**src/rtl/des_round_sequencer.sv**
```systemverilog
// ---------------------------------------------------------------------------
// des_round_sequencer
//
// Control FSM for an iterative single-round DES datapath. It accepts a block
// request, runs one load cycle and NUM_ROUNDS round cycles, then one
// final-swap/FP capture cycle. It then holds the result valid until the host
// takes it. The key-schedule rotate amount and direction for each round are
// generated here. No data bits pass through this block.
//
// Ports
//   clk            system clock, rising edge
//   rst_n          asynchronous active-low reset
//   start_valid    host block request
//   start_ready    request can be accepted (IDLE)
//   start_decrypt  mode captured on the start handshake (1 = decrypt)
//   abort          cancel the operation in flight (ignored in IDLE)
//   dp_load        datapath loads IP(data) -> L/R and PC1(key) -> C/D
//   dp_round_en    datapath performs one round this cycle
//   dp_round_num   current round 1..NUM_ROUNDS, 0 outside ROUND
//   dp_shift_amt   C/D rotate amount this round (0, 1 or 2)
//   dp_shift_dir   0 rotate left (encrypt), 1 rotate right (decrypt)
//   dp_final       datapath applies R16L16 swap + FP into output register
//   out_valid      result in datapath output register is valid
//   out_ready      host consumes the result (only observed in DONE)
//   busy           high in every state except IDLE
// ---------------------------------------------------------------------------
module des_round_sequencer #(
    parameter int NUM_ROUNDS = 16
) (
    input  logic       clk,
    input  logic       rst_n,
    input  logic       start_valid,
    output logic       start_ready,
    input  logic       start_decrypt,
    input  logic       abort,
    output logic       dp_load,
    output logic       dp_round_en,
    output logic [4:0] dp_round_num,
    output logic [1:0] dp_shift_amt,
    output logic       dp_shift_dir,
    output logic       dp_final,
    output logic       out_valid,
    input  logic       out_ready,
    output logic       busy
);

    localparam logic [2:0] S_IDLE  = 3'd0;
    localparam logic [2:0] S_LOAD  = 3'd1;
    localparam logic [2:0] S_ROUND = 3'd2;
    localparam logic [2:0] S_FINAL = 3'd3;
    localparam logic [2:0] S_DONE  = 3'd4;

    localparam logic [4:0] LAST_ROUND = 5'(NUM_ROUNDS);

    logic [2:0] state_q, state_d;
    logic [4:0] cnt_q,   cnt_d;
    logic       mode_q,  mode_d;

    // Per-round C/D rotate amount. Decrypt skips the round-1 rotate so the
    // total is 27 instead of 28, which makes the first subkey K16 once the
    // rotation runs rightwards.
    function automatic logic [1:0] shift_amt(input logic [4:0] rnd,
                                             input logic       dec);
        logic [1:0] amt;
        if (dec && rnd == 5'd1)
            amt = 2'd0;
        else if (rnd == 5'd1 || rnd == 5'd2 || rnd == 5'd9 || rnd == 5'd16)
            amt = 2'd1;
        else
            amt = 2'd2;
        return amt;
    endfunction

    always_comb begin
        state_d = state_q;
        cnt_d   = cnt_q;
        mode_d  = mode_q;
        case (state_q)
            S_IDLE: begin
                if (start_valid) begin
                    state_d = S_LOAD;
                    mode_d  = start_decrypt;
                end
            end
            S_LOAD: begin
                state_d = S_ROUND;
                cnt_d   = 5'd1;
            end
            S_ROUND: begin
                if (cnt_q == LAST_ROUND) begin
                    state_d = S_FINAL;
                    cnt_d   = 5'd0;
                end else begin
                    cnt_d = cnt_q + 5'd1;
                end
            end
            S_FINAL: state_d = S_DONE;
            S_DONE: begin
                if (out_ready)
                    state_d = S_IDLE;
            end
            default: begin
                state_d = S_IDLE;
                cnt_d   = 5'd0;
            end
        endcase
        // Abort overrides everything outside IDLE, including out_ready in
        // DONE; the pending result is simply dropped.
        if (abort && state_q != S_IDLE) begin
            state_d = S_IDLE;
            cnt_d   = 5'd0;
        end
    end

    always_ff @(posedge clk or negedge rst_n) begin
        if (!rst_n) begin
            state_q <= S_IDLE;
            cnt_q   <= 5'd0;
            mode_q  <= 1'b0;
        end else begin
            state_q <= state_d;
            cnt_q   <= cnt_d;
            mode_q  <= mode_d;
        end
    end

    // All outputs are pure decodes of registered state.
    logic in_round;
    assign in_round = (state_q == S_ROUND);

    assign start_ready  = (state_q == S_IDLE);
    assign busy         = (state_q != S_IDLE);
    assign dp_load      = (state_q == S_LOAD);
    assign dp_round_en  = in_round;
    assign dp_round_num = in_round ? cnt_q : 5'd0;
    assign dp_shift_amt = in_round ? shift_amt(cnt_q, mode_q) : 2'd0;
    assign dp_shift_dir = in_round & mode_q;
    assign dp_final     = (state_q == S_FINAL);
    assign out_valid    = (state_q == S_DONE);

endmodule

```
**config.mk**
```make
export PLATFORM = sky130hd
export DESIGN_NAME = des_round_sequencer
export DESIGN_NICKNAME = d
export VERILOG_FILES = /design/src/rtl/des_round_sequencer.sv
export SDC_FILE = /design/constraint.sdc
export NUM_CORES = 1
export LEC_CHECK = 0
export ABC_AREA = 1
export BUFFER_PORTS_ARGS = -buffer_cell sky130_fd_sc_hd__buf_2
export CAP_MARGIN = 40
export CORE_AREA = 2 2 39 41
export DETAILED_ROUTE_END_ITERATION = 6
export DIE_AREA = 0 0 41 43
export GPL_ROUTABILITY_DRIVEN = 0
export PLACE_DENSITY_LB_ADDON = 0.08
export SETUP_SLACK_MARGIN = 0.5
export SYNTH_ARGS = -nofsm -noshare
export SYNTH_HDL_FRONTEND = slang
export SYNTH_SLANG_ARGS = --single-unit
```
**constraint.sdc**
```tcl
create_clock -name clk -period 3 [get_ports clk]
set_clock_uncertainty 0.1 [all_clocks]
set_input_delay 0.15 -clock clk [delete_from_list [all_inputs] [get_ports clk]]
set_output_delay 0.15 -clock clk [all_outputs]
set_load 0.01 [all_outputs]
```
==> metrics.txt <==
r2r setup slk=1.54 ns; first-pass GRT wire length=2187 um; DRC=0; TritonCTS Buffers=3; CTS tree=yes; io pins=20; final setup violation count=0; CORE AREA=between 1000 and 1500 um^2; flops & latches, synth=9; HP Class=in -> reg; Cell Area, Synth=around 630 um^2; Util after Layout=around 56%; area leader, netlist=dfrtp_1; post-synthesis sequential area ratio=between 30 and 40%; Die Span X=between 40 and 50 um; port buffer count=19; Clock transition at path regs=about 0.06 ns; Tcrit/Tclk final=between 50% and 60%; RSZ-0062 raised after global routing=false; antenna violations before repair=0; arrival time worst endpoint=1.54 ns; Cell Count, Final, Fillers Out=132; status=finished, final reports clean; Leak=roughly 0.46 nW; Syn Inst Count=92; HPWL after DPL=about 1100 um; Worst Max-Slew Pin Slew=between 0.3 and 0.4 ns; 1st-iter DRT viols=7; wire per inst=roughly 10 um; Pre-antenna DRT Iters=4; max cap viols=0; final worst path period need=around 1.8 ns; nets=approximately 130; Hold Vio Cnt, Final=0; CP required=roughly 2.8 ns; Syn-to-layout area delta=24.10%; DRT antenna net count=0; setup ws final=roughly 1.2 ns; FMAX=between 0.5 and 0.6 GHz; Inst Count DP=127; Inserted Diodes=0; Die Y=~43 um; total gr overflow=0; DP Worst Slack=between 1.5 and 2 ns; root buffer cell=clkbuf_4; share of cells above drive strength 1=between 20% and 30%; Worst slew margin=approximately three quarters; Total Wirelength=approximately 1300 um; Synth Net Count=between 100 and 150; vias in the first global route=527; Initial Utilization=roughly 45%; CTS max path bufs=2; Critical Path Fanout Max=5; Total GRT Usage=between 10% and 20%; Skew-Pair Late Insertion Delay=between 0.2 and 0.3 ns; # H-tree levels=1; TritonCTS Sinks=9; CP Launch Type=flip-flop; Worst setup EP type=output pin; # rows=14; Yosys warnings=0; PwrDens=a little under 800 nW/um^2; largest net degree at the start of global routing=10; post-synth top area share=35.86%; Cell variety after synth=15; largest cells by area after synthesis=dfrtp_1 36%, nand2_1 11%, nand3_1 10%; Max rail drop VDD=0.0004486 V; setup_tns=0 ns; crit path kind=reg -> out; Synth Area per Inst=slightly below 7 um^2; vias per cell=4.712; via count=slightly above 600; die area=around 1800 um^2; Final Max Tran Viols=0
sequential cells by signal, indices dropped and copies added (netlist names):
signal and flops:
cnt_q 5, state_q 3, mode_q 1
cell usage after synthesis (all sizes together):
cell type	n
nand2	20
inv	17
nor2	17
nand3	13
dfrtp	9
o21ai	5
ha	4
xor2	3
nor3	2
a21oi	1
nand4	1
stage by stage:
| stage | power (W) | instance area (um^2) | hold slack [ns] |
|---|---|---|---|
| 2_1_floorplan | 0.0004096 | 628.1 | -0.2456 |
| 3_3_place_gp | 0.0005091 | 743.2 | -0.08912 |
| 3_5_place_dp | 0.0005106 | 743.2 | -0.08764 |
| 4_1_cts | 0.0006092 | 779.5 | 0.03114 |
| 5_1_grt | 0.0006673 | 779.5 | 0.03456 |
| 6_report | 0.0006024 | 779.5 | 0.03651 |
layout make-up:
cell class                      instances  area, um^2
Multi-Input combinational cell         66       339.1
Timing Repair Buffer                   20       105.1
Inverter                               17       63.81
Tap cell                               16       20.02
Clock buffer                            4       26.28
Sequential cell                         9       225.2
Fill cell                             150       604.3
power by group:
part	internal (W)	switching, W	total, W
registers	0.000153	0.0000318	0.000185
logic	0.000114	0.000208	0.000322
clock network	0.0000514	0.0000438	0.0000952
final timing paths:
check	depth (start not counted)	from	end
hold / removal	3	start_decrypt	mode_q$_DFFE_PN0P_
hold reg to reg	2	mode_q$_DFFE_PN0P_	mode_q$_DFFE_PN0P_
setup / recovery	8	cnt_q[0]$_DFFE_PN0P_	dp_shift_amt[1]
max in group asynchronous	2	rst_n	cnt_q[2]$_DFFE_PN0P_
setup reg to reg	7	cnt_q[0]$_DFFE_PN0P_	cnt_q[3]$_DFFE_PN0P_
min in group asynchronous	2	rst_n	state_q[0]$_DFFE_PN0P_
critical path: stages, from the launching register on:
cell and delay (ns):
dfrtp_1 0.41, inv_1 0.11, ha_1 0.20, nand2_1 0.05
inv_1 0.04, nand2_1 0.11, nand2_1 0.08, nor3_1 0.12
buf_2 0.15
placed cells by master (no fill, tap or decap), types with 3 or more instances in the layout:
cell type / Yosys / routed
buf_2: 0 / 19
nand2_1: 18 / 18
nor2_1: 16 / 16
inv_1: 15 / 15
nand3_1: 13 / 13
dfrtp_1: 9 / 9
o21ai_0: 4 / 4
ha_1: 4 / 4
xor2_1: 3 / 3
clkbuf_4: 0 / 3
timing repair:
item                                   CTS  global route
setup buffers                            0             0
hold buffers                             1             0
endpoints found under the hold margin    9             0
resized for setup                        0             0
logic make-up after synthesis:
group / share of synthesized area [%]
compound gates: 4.779
xor+xnor: 4.184
fa+ha+maj: 7.968
buf+inv: 10.16
flops: 35.86
simple gates: 37.05
routing by layer:
layer | routed length, um | track usage [%] | up-vias | share of wire (%)
li1 | - | - | 336 | -
met2 | 616 | 27.19 | 13 | 46
met3 | 70 | 9.424 | 2 | 5.2
met5 | 0 | 0 | - | 0
met4 | 11 | 6.000 | 0 | 0.82
met1 | 638 | 23.61 | 271 | 48
No activity file was read; power rests on OpenSTA's default activity.
